**config.mk**
```make
export PLATFORM = sky130hd
export DESIGN_NAME = seq_divmod
export DESIGN_NICKNAME = d
export VERILOG_FILES = /design/src/rtl/seq_divmod.sv
export SDC_FILE = /design/constraint.sdc
export NUM_CORES = 1
export LEC_CHECK = 0
export ABC_CLOCK_PERIOD_IN_PS = 5900
export CAP_MARGIN = 20
export CORE_MARGIN = 1
export CORE_UTILIZATION = 61
export CTS_BUF_LIST = sky130_fd_sc_hd__clkbuf_2
export DETAILED_ROUTE_END_ITERATION = 7
export PLACE_DENSITY = 0.95
export SLEW_MARGIN = 20
export SYNTH_ARGS = -nofsm -noshare
export SYNTH_HDL_FRONTEND = slang
export SYNTH_SLANG_ARGS = --single-unit
```
**constraint.sdc**
```tcl
create_clock -name clk -period 5.9 [get_ports clk]
set_input_delay 0.885 -clock clk [delete_from_list [all_inputs] [get_ports clk]]
set_output_delay 0.885 -clock clk [all_outputs]
set_load 0.01 [all_outputs]
```
**src/rtl/seq_divmod.sv**
```systemverilog
// Sequential unsigned divider/modulo unit.
// Computes q = a / b and r = a % b with one restoring-division step per
// clock. A zero divisor completes immediately with q = all ones, r = a and
// dbz set.
module seq_divmod #(
    parameter int DATAWIDTH = 32
) (
    input  logic                 clk,
    input  logic                 rst,
    input  logic                 start,
    input  logic [DATAWIDTH-1:0] a,
    input  logic [DATAWIDTH-1:0] b,
    output logic                 busy,
    output logic                 done,
    output logic [DATAWIDTH-1:0] q,
    output logic [DATAWIDTH-1:0] r,
    output logic                 dbz
);

    localparam int CW = $clog2(DATAWIDTH + 1);
    localparam logic [CW-1:0] LAST_COUNT = CW'(DATAWIDTH - 1);

    localparam logic [1:0] IDLE = 2'd0;
    localparam logic [1:0] RUN  = 2'd1;
    localparam logic [1:0] DONE = 2'd2;

    logic [1:0]           r_state;
    logic [CW-1:0]        r_count;
    logic [DATAWIDTH-1:0] r_divisor;
    logic [DATAWIDTH-1:0] r_dividend;
    logic [DATAWIDTH-1:0] r_rem;
    logic [DATAWIDTH-1:0] r_q;
    logic [DATAWIDTH-1:0] r_r;
    logic                 r_dbz;

    // One restoring step. The shifted remainder is one bit wider than the
    // operands so divisors above 2^(DATAWIDTH-1) cannot overflow. Because the
    // working remainder is always below the divisor, the difference lies in
    // [-divisor, divisor-1], so its top bit is a true sign/borrow bit.
    logic [DATAWIDTH:0]   w_shifted;
    logic [DATAWIDTH:0]   w_diff;
    logic                 w_ge;
    logic [DATAWIDTH-1:0] w_remNext;
    logic [DATAWIDTH-1:0] w_quoNext;

    assign w_shifted = {r_rem, r_dividend[DATAWIDTH-1]};
    assign w_diff    = w_shifted - {1'b0, r_divisor};
    assign w_ge      = ~w_diff[DATAWIDTH];
    assign w_remNext = w_ge ? w_diff[DATAWIDTH-1:0] : w_shifted[DATAWIDTH-1:0];
    assign w_quoNext = {r_dividend[DATAWIDTH-2:0], w_ge};

    // Control FSM plus working registers: accept operands in IDLE/DONE,
    // iterate DATAWIDTH times in RUN, then pulse DONE for one cycle.
    always_ff @(posedge clk) begin
        if (rst) begin
            r_state    <= IDLE;
            r_count    <= '0;
            r_divisor  <= '0;
            r_dividend <= '0;
            r_rem      <= '0;
        end else begin
            case (r_state)
                IDLE, DONE: begin
                    if (start) begin
                        r_dividend <= a;
                        r_divisor  <= b;
                        r_rem      <= '0;
                        r_count    <= '0;
                        r_state    <= (b == '0) ? DONE : RUN;
                    end else begin
                        r_state <= IDLE;
                    end
                end
                RUN: begin
                    r_rem      <= w_remNext;
                    r_dividend <= w_quoNext;
                    r_count    <= r_count + CW'(1);
                    if (r_count == LAST_COUNT) begin
                        r_state <= DONE;
                    end
                end
                default: begin
                    r_state <= IDLE;
                end
            endcase
        end
    end

    // Result registers: these only change on the edge that enters DONE and
    // otherwise hold the last completed result.
    always_ff @(posedge clk) begin
        if (rst) begin
            r_q   <= '0;
            r_r   <= '0;
            r_dbz <= 1'b0;
        end else if ((r_state == IDLE || r_state == DONE) && start && (b == '0)) begin
            r_q   <= '1;
            r_r   <= a;
            r_dbz <= 1'b1;
        end else if (r_state == RUN && r_count == LAST_COUNT) begin
            r_q   <= w_quoNext;
            r_r   <= w_remNext;
            r_dbz <= 1'b0;
        end
    end

    assign busy = (r_state == RUN);
    assign done = (r_state == DONE);
    assign q    = r_q;
    assign r    = r_r;
    assign dbz  = r_dbz;

endmodule

```
==> impl_table.tex <==
\begin{tabular}{lr}
\hline
Metric & Value \\
\hline
\multicolumn{2}{l}{\textbf{Run status}} \\
\quad Outcome & complete, no violations \\
\multicolumn{2}{l}{\textbf{Cells and area}} \\
\quad Layout Nets & between 1000 and 1500 \\
\quad Fill cell instance count of the final layout & around 1000 \\
\quad Commonest non-fill, non-tap cell in the layout & sky130\_fd\_sc\_hd\_\_nand2\_1 \\
\quad Commonest cells after routing, fill and taps aside & 231 x sky130\_fd\_sc\_hd\_\_nand2\_1, 169 x sky130\_fd\_sc\_hd\_\_dfxtp\_1, 137 x sky130\_fd\_sc\_hd\_\_a21oi\_1 \\
\quad Fraction of layout cells with a size suffix above 1 & under 10\% \\
\quad N\_diodes & 0 \\
\quad Final non-filler cell total & 1400 \\
\quad Area grow syn2layout & 18.62\% \\
\multicolumn{2}{l}{\textbf{Clock network}} \\
\quad Post-CTS Hold Buffers & 0 \\
\quad Post-CTS Setup Repair Bufs & 0 \\
\quad Clock latency of the later-clocked register in the worst-skew pair & 0.78 ns \\
\quad Maximum buffer depth of the clock tree & 2 \\
\quad Clock tree from TritonCTS & built \\
\quad Deepest level of the CTS H-tree & 4 \\
\quad Cts repair resizes & 0 \\
\quad Number of CTS-inserted buffers & 17 \\
\quad Clock tree root buffer cell & sky130\_fd\_sc\_hd\_\_clkbuf\_2 \\
\quad Clock slew at reported path FFs & roughly 0.23 ns \\
\quad Clock Sink Count & 169 \\
\multicolumn{2}{l}{\textbf{Synth}} \\
\quad Synthesized Nets & between 1000 and 1500 \\
\quad Warnings from Yosys & 0 \\
\quad Sequential area share after synthesis & around 39\% \\
\quad Distinct cell type count after synthesis & 60 \\
\quad Mean instance size in the synthesized netlist & between 7 and 8 µm² \\
\quad Synthesized instance count & about 1100 \\
\quad Total of flip-flops plus latches after synthesis & about 170 \\
\quad Area fraction in and, or, nand and nor cells after synthesis & between 10\% and 20\% \\
\quad Share of cell area taken by muxes after synthesis & under 10\% \\
\quad Number of enable-type register cells in the synthesized netlist & 0 \\
\quad Dominant combinational cell family by area after synthesis & compound AO/OA/AOI/OAI gates \\
\quad Main synth FF type & sky130\_fd\_sc\_hd\_\_dfxtp\_1 \\
\quad Share of the synthesized area in compound gates (AO/OA/AOI/OAI) & between 20\% and 30\% \\
\quad Post-synthesis share of cell area spent on xor and xnor gates & roughly 2.8\% \\
\quad Synth Area in Adders & about 4.9\% \\
\quad Async SR Flop Fraction & 0\% \\
\quad Cell area after synthesis & 0.008751 mm² \\
\multicolumn{2}{l}{\textbf{Critical path}} \\
\quad Critical Path AT & roughly 4.4 ns \\
\quad CP top delay family & compound AO/OA/AOI/OAI gates \\
\quad Worst Path Max Fanout & 40 \\
\quad Critical Path Start Type & flip-flop \\
\quad Number of cell instances on the worst register-to-register path & 12 \\
\quad Worst path buffer plus inverter count & 1 \\
\quad Worst reg-to-reg setup slack & 2.18 ns \\
\quad Most repeated library cell on the critical path & sky130\_fd\_sc\_hd\_\_a21oi\_1 \\
\quad End of the worst register-to-register path & r[2] \\
\quad Longest individual stage delay on the worst path & about 0.53 ns \\
\quad Setup crit end kind & flip-flop \\
\quad WP data required & around 6.6 ns \\
\quad Critical R2R Launch & r\_dividend[31] \\
\quad Ordered cell list for the critical path & inv\_1 > ha\_1 > fa\_1 > nand2b\_1 > a21oi\_1 > o21ai\_0 > a21oi\_1 > or3\_4 > nand3\_4 > mux2\_1 > o21ai\_0 > a21oi\_1 \\
\quad Critical Path Slowest Stage Cell & sky130\_fd\_sc\_hd\_\_mux2\_1 \\
\quad Worst Setup Path Type & flip-flop to flip-flop \\
\multicolumn{2}{l}{\textbf{GRT}} \\
\quad Vias in the first global route & approximately 8000 \\
\quad Pin count of the biggest net entering global routing & 68 \\
\quad All-layer global routing usage & between 30\% and 40\% \\
\quad Number of antenna violations at the first check in global routing & 0 \\
\quad Global route total overflow & 0 \\
\quad Wire length of the first global-routing pass & roughly 37000 µm \\
\multicolumn{2}{l}{\textbf{Timing}} \\
\quad Slew margin rel. & between 30\% and 40\% \\
\quad Transition at the pin with the smallest max-transition slack & just over 0.9 ns \\
\quad RSZ-0062 raised after global routing & no \\
\quad Peak clock frequency supported by timing & approximately 0.27 GHz \\
\quad Clock tree skew after final layout & slightly above 0.03 ns \\
\quad Final count of negative-setup-slack endpoints & 0 \\
\quad Final critical delay including setup and external delays & approximately 3.7 ns \\
\quad Final hold violation count & 0 \\
\quad Max-slew violation count & 0 \\
\quad Setup TNS after final layout & 0 ns \\
\quad Share of the cycle needed by the critical path after routing & 63.09\% \\
\multicolumn{2}{l}{\textbf{Flow run}} \\
\quad Max cap viols & 0 \\
\multicolumn{2}{l}{\textbf{Floorplan}} \\
\quad Die Outline Area & 0.01483 mm² \\
\quad I/O pins & 134 \\
\quad Horizontal extent of the die & $\sim$120 µm \\
\quad Floorplan row count & between 40 and 50 \\
\quad Core area & 0.01393 mm² \\
\quad Initial cell density of the core & 62.80\% \\
\quad Die Height & 121.8 µm \\
\multicolumn{2}{l}{\textbf{Routing}} \\
\quad WL final & 23780 µm \\
\quad Via count & between 8000 and 9000 \\
\quad \# DRC & 0 \\
\quad Detailed Route Iter0 Violations & slightly above 700 \\
\quad TritonRoute pass-1 iters & 8 \\
\quad Average via count per standard cell & $\sim$6.1 \\
\quad Mean routed wirelength per cell & $\sim$17 µm \\
\quad Post-route ant nets & 0 \\
\multicolumn{2}{l}{\textbf{Power}} \\
\quad Power per cell area & around 520 mW/mm² \\
\quad Total power consumption of the routed design & 0.005346 W \\
\quad Standby leakage power & between 4 and 5 nW \\
\quad Largest voltage drop on the vdd net & between 0.0004 and 0.0005 V \\
\multicolumn{2}{l}{\textbf{Placement}} \\
\quad Number of port buffers & $\sim$130 \\
\quad Placed cell count & approximately 1400 \\
\quad HPWL Detailed & between 15000 and 20000 µm \\
\quad Last weighted congestion value of the routability-driven placer & around 0.94 \\
\multicolumn{2}{l}{\textbf{Worst hold path}} \\
\quad Worst hold stages & 2 \\
\quad Launch point of the worst hold path & r\_divisor[5] \\
\quad Hold Path Class & flip-flop to flip-flop \\
\quad Worst Hold Path EP & r\_divisor[5] \\
\hline
\end{tabular}
## cells by family (layout without fill, tap and decap cells)
| kind of cell | Yosys count | count (layout) |
|---|---|---|
| AOI/OAI and AO/OA | 370 | 370 |
| xor gates and xnor gates | 28 | 28 |
| adders and majority gates | 34 | 34 |
| buffers and inverters | 119 | 218 |
| DFF | 169 | 169 |
| muxes | 29 | 29 |
| and+or+nand+nor | 372 | 372 |
## flip-flops by register name, summed over array words and instances (netlist names)
signal      cells
r_dividend     32
r_divisor      32
r_rem          32
r_count         6
dbz             1
r              32
r_state         2
q              32
## synth_stat cells (11+ instances only)
cell	count	area share, %
sky130_fd_sc_hd__a21o_1	31	2.7
sky130_fd_sc_hd__a21oi_1	137	7.8
sky130_fd_sc_hd__a22oi_1	33	2.8
sky130_fd_sc_hd__a2bb2oi_1	18	1.8
sky130_fd_sc_hd__a31oi_1	37	2.6
sky130_fd_sc_hd__buf_1	11	0.47
sky130_fd_sc_hd__clkbuf_1	61	2.6
sky130_fd_sc_hd__dfxtp_1	169	39
sky130_fd_sc_hd__ha_1	33	4.7
sky130_fd_sc_hd__inv_1	40	1.7
sky130_fd_sc_hd__mux2i_1	28	3.2
sky130_fd_sc_hd__nand2_1	232	10
sky130_fd_sc_hd__nand4_1	11	0.79
sky130_fd_sc_hd__nor2_1	65	2.8
sky130_fd_sc_hd__nor3_1	11	0.63
sky130_fd_sc_hd__o21ai_0	55	3.1
sky130_fd_sc_hd__xnor2_1	17	1.7
sky130_fd_sc_hd__xor2_1	11	1.1
## worst reg2reg max path, stage by stage (launching register included)
cell,delay [ns]
sky130_fd_sc_hd__dfxtp_1,0.39
sky130_fd_sc_hd__inv_1,0.06
sky130_fd_sc_hd__ha_1,0.21
sky130_fd_sc_hd__fa_1,0.40
sky130_fd_sc_hd__nand2b_1,0.18
sky130_fd_sc_hd__a21oi_1,0.27
sky130_fd_sc_hd__o21ai_0,0.22
sky130_fd_sc_hd__a21oi_1,0.39
sky130_fd_sc_hd__or3_4,0.23
sky130_fd_sc_hd__nand3_4,0.45
sky130_fd_sc_hd__mux2_1,0.57
sky130_fd_sc_hd__o21ai_0,0.17
sky130_fd_sc_hd__a21oi_1,0.09
## worst max-delay path by stage
stage,start,endpoint,slack [ns],depth (start not counted)
finish,r_dividend[31],r[2],2.18,12
global placement,start,r[29],2.11,7
detailed placement,start,r[29],1.99,7
CTS,r_dividend[31],r[2],2.27,12
global route,r_dividend[31],r[2],1.99,12
floorplan,r_divisor[29],r[2],2.97,12
## per-layer routing
layer / global-route usage [%] / wire [µm] / up-vias
met4: 15.74 / 886 / 0
met5: 0 / 0 / -
met1: 38.49 / 9562 / 4017
li1: - / - / 4136
met3: 4.401 / 1454 / 76
met2: 55.79 / 11880 / 369
## metrics by stage
step                      hold WS (ns)  worst slack, ns  utilization (%)  cell area, µm²
final                           0.4708            2.178            74.49           10380
after global routing            0.4937            1.987            74.49           10380
after CTS                       0.4719            2.271            74.15           10330
after detailed placement        0.4465            1.993            72.34           10080
after global placement          0.4443            2.112            72.34           10080
after floorplan                 0.4363            2.974                -            8751
## area by class of cell
| cell class | count | area (µm²) | share of cell area, % |
|---|---|---|---|
| Clock inverter | 15 | 166.4 | 1.603 |
| Clock buffer | 17 | 85.08 | 0.8197 |
| Sequential cell | 169 | 3383 | 32.59 |
| Multi-Input combinational cell | 833 | 4915 | 47.35 |
| Timing Repair Buffer | 145 | 1451 | 13.98 |
| Tap cell | 180 | 225.2 | 2.170 |
| Inverter | 41 | 153.9 | 1.483 |
## report_power, final
group / switching [W] / leakage, nW / internal (W)
combinational: 0.00192 / 2.53 / 0.00142
sequential: 0.000101 / 1.37 / 0.00126
clock: 0.000439 / 0.157 / 0.000206
No activity file was read; power rests on OpenSTA's default activity.
